--- src/rtl/wheel_odometer_if.sv ---
// Sensor-side and display-side signal bundle for wheel_odometer.
// The master modport drives the sensor inputs; the slave modport is the odometer itself.
interface wheel_odometer_if #(
   parameter int unsigned SPEED_W = 9,
   parameter int unsigned DIST_W  = 13
);
   logic               hall_in;
   logic               dist_clr;
   logic [SPEED_W-1:0] speed;
   logic               speed_valid;
   logic               moving;
   logic [DIST_W-1:0]  distance;
   logic               dist_sat;

   modport master (
      output hall_in, dist_clr,
      input  speed, speed_valid, moving, distance, dist_sat
   );

   modport slave (
      input  hall_in, dist_clr,
      output speed, speed_valid, moving, distance, dist_sat
   );
endinterface

--- src/rtl/wheel_odometer.sv ---
// Wheel odometer: synchronised hall pulses -> windowed, smoothed speed and saturating distance.
// Optional hold-off debounce on accepted rises is built when ODO_DEBOUNCE_EN is defined.
module wheel_odometer #(
   parameter int unsigned WINDOW_CYC   = 100,
   parameter int unsigned SPEED_W      = 9,
   parameter int unsigned DIST_W       = 13,
   parameter int unsigned DIST_STEP    = 1,
   parameter int unsigned AVG_LOG2     = 2,
   parameter int unsigned DEBOUNCE_CYC = 3
) (
   input  logic             clk,
   input  logic             reset,
   wheel_odometer_if.slave  bus
);
   localparam int unsigned WT_W  = $clog2(WINDOW_CYC);
   localparam int unsigned DEPTH = 1 << AVG_LOG2;
   localparam int unsigned PTR_W = (AVG_LOG2 > 0) ? AVG_LOG2 : 1;
   localparam int unsigned SUM_W = SPEED_W + AVG_LOG2;

   localparam logic [SPEED_W-1:0] CNT_MAX    = '1;
   localparam logic [DIST_W-1:0]  DIST_MAX   = '1;
   localparam logic [DIST_W:0]    DIST_MAX_X = {1'b0, DIST_MAX};
   localparam logic [DIST_W:0]    STEP_X     = (DIST_W+1)'(DIST_STEP);

   if (WINDOW_CYC < 2 || DEBOUNCE_CYC >= 65536) begin : g_bad_param
      $error("wheel_odometer: WINDOW_CYC must be >= 2 and DEBOUNCE_CYC < 65536");
   end

   logic r_s1, r_s2, r_s3;
   logic w_rise, w_acc;

   logic [WT_W-1:0]    r_win_t;
   logic [SPEED_W-1:0] r_win_cnt;
   logic [SPEED_W-1:0] r_hist [DEPTH];
   logic [PTR_W-1:0]   r_ptr;
   logic [SUM_W-1:0]   r_sum;
   logic [SPEED_W-1:0] r_speed;
   logic               r_speed_valid;
   logic               r_moving;
   logic [DIST_W-1:0]  r_distance;
   logic               r_dist_sat;

   logic               w_close;
   logic [SPEED_W-1:0] w_cnt_inc, w_closed, w_oldest, w_speed_sat;
   logic [PTR_W-1:0]   w_ptr_next;
   logic [SUM_W-1:0]   w_sum_next;
   logic [DIST_W-1:0]  w_dist_base;
   logic [DIST_W:0]    w_dist_add;
   logic               w_dist_hit;

   // Two-flop synchroniser plus one history flop for edge detection
   always_ff @(posedge clk) begin
      if (reset) begin
         r_s1 <= 1'b0;
         r_s2 <= 1'b0;
         r_s3 <= 1'b0;
      end else begin
         r_s1 <= bus.hall_in;
         r_s2 <= r_s1;
         r_s3 <= r_s2;
      end
   end

   assign w_rise = r_s2 & ~r_s3;

`ifdef ODO_DEBOUNCE_EN
   localparam int unsigned HOLD_W = (DEBOUNCE_CYC > 0) ? $clog2(DEBOUNCE_CYC + 1) : 1;
   logic [HOLD_W-1:0] r_hold;

   assign w_acc = w_rise & (r_hold == '0);

   // Hold-off: ignored rises neither count nor reload the counter
   always_ff @(posedge clk) begin
      if (reset)                r_hold <= '0;
      else if (w_acc)           r_hold <= HOLD_W'(DEBOUNCE_CYC);
      else if (r_hold != '0)    r_hold <= r_hold - HOLD_W'(1);
   end
`else
   assign w_acc = w_rise;
`endif

   assign w_close     = (r_win_t == WT_W'(WINDOW_CYC - 1));
   assign w_cnt_inc   = (r_win_cnt == CNT_MAX) ? CNT_MAX : r_win_cnt + SPEED_W'(1);
   assign w_closed    = w_acc ? w_cnt_inc : r_win_cnt;
   assign w_oldest    = r_hist[r_ptr];
   assign w_ptr_next  = (r_ptr == PTR_W'(DEPTH - 1)) ? '0 : r_ptr + PTR_W'(1);
   // Sum always contains the oldest entry, so the subtraction cannot underflow
   assign w_sum_next  = r_sum + SUM_W'(w_closed) - SUM_W'(w_oldest);
   assign w_speed_sat = (w_sum_next > SUM_W'(CNT_MAX)) ? CNT_MAX : w_sum_next[SPEED_W-1:0];

   // Window timer, per-window count and smoothing ring
   always_ff @(posedge clk) begin
      if (reset) begin
         r_win_t       <= '0;
         r_win_cnt     <= '0;
         r_ptr         <= '0;
         r_sum         <= '0;
         r_speed       <= '0;
         r_speed_valid <= 1'b0;
         r_moving      <= 1'b0;
         for (int unsigned i = 0; i < DEPTH; i++) r_hist[i] <= '0;
      end else begin
         r_speed_valid <= 1'b0;
         if (w_close) begin
            r_win_t        <= '0;
            r_win_cnt      <= '0;
            r_hist[r_ptr]  <= w_closed;
            r_ptr          <= w_ptr_next;
            r_sum          <= w_sum_next;
            r_speed        <= w_speed_sat;
            r_moving       <= (w_closed != '0);
            r_speed_valid  <= 1'b1;
         end else begin
            r_win_t   <= r_win_t + WT_W'(1);
            r_win_cnt <= w_closed;
         end
      end
   end

   // A clear coincident with a pulse clears first, then counts the pulse
   assign w_dist_base = bus.dist_clr ? '0 : r_distance;
   assign w_dist_add  = {1'b0, w_dist_base} + STEP_X;
   assign w_dist_hit  = (w_dist_add >= DIST_MAX_X);

   always_ff @(posedge clk) begin
      if (reset) begin
         r_distance <= '0;
         r_dist_sat <= 1'b0;
      end else if (w_acc) begin
         r_distance <= w_dist_hit ? DIST_MAX : w_dist_add[DIST_W-1:0];
         r_dist_sat <= w_dist_hit | (r_dist_sat & ~bus.dist_clr);
      end else if (bus.dist_clr) begin
         r_distance <= '0;
         r_dist_sat <= 1'b0;
      end
   end

   assign bus.speed       = r_speed;
   assign bus.speed_valid = r_speed_valid;
   assign bus.moving      = r_moving;
   assign bus.distance    = r_distance;
   assign bus.dist_sat    = r_dist_sat;
endmodule

--- src/flat_wrapper.sv ---
// flat-port wrapper written by rule: the top's interface ports become plain ports
module wheel_odometer_flat 
#(
   parameter int unsigned WINDOW_CYC   = 100,
   parameter int unsigned SPEED_W      = 9,
   parameter int unsigned DIST_W       = 13,
   parameter int unsigned DIST_STEP    = 1,
   parameter int unsigned AVG_LOG2     = 2,
   parameter int unsigned DEBOUNCE_CYC = 3
)
  (clk, reset, bus_hall_in, bus_dist_clr, bus_speed, bus_speed_valid, bus_moving, bus_distance, bus_dist_sat);
  wheel_odometer_if #(.SPEED_W(SPEED_W), .DIST_W(DIST_W)) bus_i ();
  input  logic clk;
  input  logic reset;
  input wire logic [$bits(bus_i.hall_in)-1:0] bus_hall_in;
  input wire logic [$bits(bus_i.dist_clr)-1:0] bus_dist_clr;
  output wire logic [$bits(bus_i.speed)-1:0] bus_speed;
  output wire logic [$bits(bus_i.speed_valid)-1:0] bus_speed_valid;
  output wire logic [$bits(bus_i.moving)-1:0] bus_moving;
  output wire logic [$bits(bus_i.distance)-1:0] bus_distance;
  output wire logic [$bits(bus_i.dist_sat)-1:0] bus_dist_sat;
  assign bus_i.hall_in = bus_hall_in;
  assign bus_i.dist_clr = bus_dist_clr;
  assign bus_speed = bus_i.speed;
  assign bus_speed_valid = bus_i.speed_valid;
  assign bus_moving = bus_i.moving;
  assign bus_distance = bus_i.distance;
  assign bus_dist_sat = bus_i.dist_sat;
  wheel_odometer #(.WINDOW_CYC(WINDOW_CYC), .SPEED_W(SPEED_W), .DIST_W(DIST_W), .DIST_STEP(DIST_STEP), .AVG_LOG2(AVG_LOG2), .DEBOUNCE_CYC(DEBOUNCE_CYC)) u_core (.clk(clk), .reset(reset), .bus(bus_i));
endmodule
--- config.mk ---
export PLATFORM = sky130hd
export DESIGN_NAME = wheel_odometer_flat
export DESIGN_NICKNAME = d
export VERILOG_FILES = /design/src/rtl/wheel_odometer_if.sv /design/src/rtl/wheel_odometer.sv /design/src/flat_wrapper.sv
export SDC_FILE = /design/constraint.sdc
export NUM_CORES = 1
export LEC_CHECK = 0
export BUFFER_PORTS_ARGS = -buffer_cell sky130_fd_sc_hd__buf_2
export CAP_MARGIN = 40
export CORE_MARGIN = 4
export CORE_UTILIZATION = 60
export CTS_CLUSTER_SIZE = 24
export DETAILED_ROUTE_END_ITERATION = 10
export PLACE_DENSITY = 0.79
export SYNTH_ARGS = -nofsm -noshare
export SYNTH_HDL_FRONTEND = slang
export SYNTH_SLANG_ARGS = --single-unit
--- constraint.sdc ---
create_clock -name clk -period 11.77 [get_ports clk]
set_clock_uncertainty 0.15 [all_clocks]
set_input_delay 0.5885 -clock clk [delete_from_list [all_inputs] [get_ports clk]]
set_output_delay 0.5885 -clock clk [all_outputs]
set_load 0.02 [all_outputs]
==> results.json <==
{
  "setup_violations": 0,
  "syn_area_sq_um": 4878,
  "grt_use_met1": 0.2968,
  "cts_buffer_depth": 2,
  "post_drt_wl_per_cell_um": 16.05,
  "maxCapViolCount": 0,
  "syn-instance-count": 507,
  "synth_fp_nets": 536,
  "drc": 0,
  "ys_ff_latch": 95,
  "routed_via_density": 5.825,
  "cts.sinks": 95,
  "rrSetupSlack_ns": 7.25,
  "synth-edff-count": 36,
  "die-height_um": 98.17,
  "routed_wl_um": 10180,
  "fin_setup_tns_ns": 0,
  "coreArea_sq_um": 7807,
  "worstPathMaxFanout": 9,
  "drv_slew": 0,
  "die_area_sq_um": 9637,
  "holdWs_ns": 0.2853,
  "async_flop_share": 0,
  "grt_max_degree": 48,
  "rr_startpoint": "u_core.r_win_cnt[0]$_SDFF_PP0_",
  "status": "finished clean",
  "grt_util_met3": 0.04500,
  "gr-max-usage-layer": "met2",
  "final_area_sq_um": 5294,
  "drt_iter0_markers": 185,
  "synth.distinct_cells": 54,
  "p_leak_nw": 2.047,
  "cts_resized": 0,
  "grt_pass1_vias": 3690,
  "rows": 32,
  "io_buffers": 28,
  "yosys-top-cells-area": "dfxtp_1 (24%), edfxtp_1 (22%), nor2_1 (7.8%)",
  "period_needed_ns": 4.515,
  "worstSkewPairLatency_ns": 0.37,
  "antenna_left": 0,
  "area_growth_pct": 8.515,
  "worst_pin_slew_ns": 0.8951,
  "ctsHoldBuffers": 0,
  "path_clk_slew_ns": 0.10,
  "initial_core_util": 0.6248,
  "synth_top_area_frac": 0.2421,
  "min_delay_worst_endpoint": "u_core.r_s1$_SDFF_PP0_",
  "met2_usage": 0.3618,
  "path_class": "reg2reg",
  "die_w_um": 98.17,
  "final_cell_mix": "nor2_1 (101), dfxtp_1 (59), edfxtp_1 (36)",
  "worstSetupEndpointType": "register",
  "clockRootBuffer": "clkbuf_8",
  "synth_top_cell_by_area": "dfxtp_1",
  "final_common_cell": "nor2_1",
  "dp_cells": 618,
  "worst_ep_required_time_ns": 11.84,
  "gp_congestion": 0.8648,
  "nets": 556,
  "grt_usage": 0.2220,
  "hold_violations": 0,
  "p_per_area_nw_per_um2": 111.4,
  "fin_crit_sh": 0.3836,
  "hp-start": "bus_hall_in",
  "first_pass_iters": 5,
  "r2r_cells": 15,
  "antenna_found_initial": 0,
  "power_w": 0.0005898,
  "dp_hpwl_um": 7215,
  "overflow": 0,
  "r2r_end": "u_core.bus.speed[8]$_SDFFE_PP0N_",
  "htreeDepth": 3,
  "critPathLaunch": "u_core.r_win_cnt[0]$_SDFF_PP0_",
  "post_cts_buffers": 0,
  "yosysSeqAreaShare": 0.4637,
  "holdPathStages": 2,
  "yosys_warnings": 0,
  "antennaDiodeCount": 0,
  "ir_worst_vdd_v": 0.00008383,
  "cts_tree": "built",
  "relSlewSlack": 0.4033,
  "io_pins": 29,
  "rsz0062_at_grt": "no",
  "max_freq_mhz": 221.5,
  "drive_gt1_frac": 0.1259,
  "arrival_ns": 4.58,
  "place_area_sq_um": 5104,
  "worstSetupStartpointType": "register",
  "syn-mean-instance-area_sq_um": 9.622,
  "vias": 3693,
  "numCtsBuffers": 9,
  "instances_no_fill": 634,
  "grt_pass1_wl_um": 17370,
  "ys.flop_type": "dfxtp_1",
  "hp-class": "in2reg"
}
## per-layer routing
metal  routed length, um  vias up
met5                   0        -
met4                 197        0
met3                 605       19
met2                4889      118
met1                4484     1747
li1                    -     1809
## worst max-delay path: stages (launching register included)
cell and delay (ns):
dfxtp_1 0.40, ha_1 0.21, nand2_1 0.11, nor3_1 0.43
nand2_1 0.13, and3_1 0.28, fa_1 0.52, inv_1 0.07
fa_1 0.48, a211oi_1 0.25, o21bai_1 0.12, a21oi_1 0.23
o21ai_0 0.17, xnor3_1 0.20, nor2_1 0.44, a311oi_1 0.17
## area by class of cell
class / count / area, sq um
fillers: 612 / 2514
multi-input cells: 356 / 2405
flip-flops and latches: 95 / 2262
repair buffers: 32 / 185.2
well taps: 102 / 127.6
clock buffers: 9 / 123.9
inverters: 33 / 123.9
clock inverters: 7 / 66.31
## sequential cells by signal, summed over array words and instances, names as in the netlist, named ones only
signal,flops
u_core.r_hist,36
u_core.bus.distance,13
u_core.r_sum,11
u_core.bus.speed,9
u_core.r_win_cnt,9
u_core.r_win_t,7
u_core.r_ptr,2
u_core.bus.dist_sat,1
u_core.bus.moving,1
u_core.bus.speed_valid,1
u_core.r_s1,1
u_core.r_s2,1
u_core.r_s3,1
## report_power, final
group	leakage (nW)	internal [W]	switching, W
Sequential	0.818	0.000348	0.00000328
Combinational	1.13	0.0000119	0.0000201
Clock	0.0949	0.0000816	0.000125
## per-stage QoR
step | utilization | setup slack, ns
global placement | 0.6498 | 7.295
global route | 0.6780 | 6.782
floorplan | - | 7.735
finish | 0.6780 | 7.255
CTS | 0.6780 | 7.238
detailed placement | 0.6537 | 7.266
## how the worst max path moves through the flow
stage	end	slack (ns)	depth (start not counted)
6_report	u_core.bus.speed[8]$_SDFFE_PP0N_	7.25	15
5_1_grt	u_core.bus.speed[8]$_SDFFE_PP0N_	6.78	15
4_1_cts	u_core.bus.speed[8]$_SDFFE_PP0N_	7.24	15
3_5_place_dp	u_core.bus.speed[8]$_SDFFE_PP0N_	7.27	15
3_3_place_gp	u_core.bus.speed[8]$_SDFFE_PP0N_	7.29	15
2_1_floorplan	u_core.bus.speed[8]$_SDFFE_PP0N_	7.74	16
## kinds of logic (layout without fill, tap and decap cells)
family,Yosys count,in the layout,share of synthesized area
and+or+nand+nor,217,217,0.2111
DFF,95,95,0.4637
AOI/OAI and AO/OA,77,77,0.1075
buffers and inverters,56,81,0.04334
adders and majority gates,25,25,0.07797
xor gates and xnor gates,22,22,0.04232
muxes,15,15,0.05412
## synthesized netlist by cell type, types with 2 or more instances
library cell  number
a31oi_1            4
fa_1               9
o31a_1             2
mux2i_1            5
a21oi_1           26
a211oi_1          11
nor2b_1           13
or3_1              5
nor3_1            12
mux4_2             9
nand4_1            8
o21bai_1           2
o22ai_1            2
and3_1             5
nand2_1           35
o21ai_0           10
xnor2_1           12
xor2_1             9
ha_1              16
edfxtp_1          36
nor4_1             2
clkbuf_1          22
a211oi_2           3
nor2_1           101
dfxtp_1           59
inv_1             33
nand3b_1           3
a311oi_1           6
a41oi_1            2
nand2b_1          11
nand3_1           11
(Power assumes the default switching activity.)
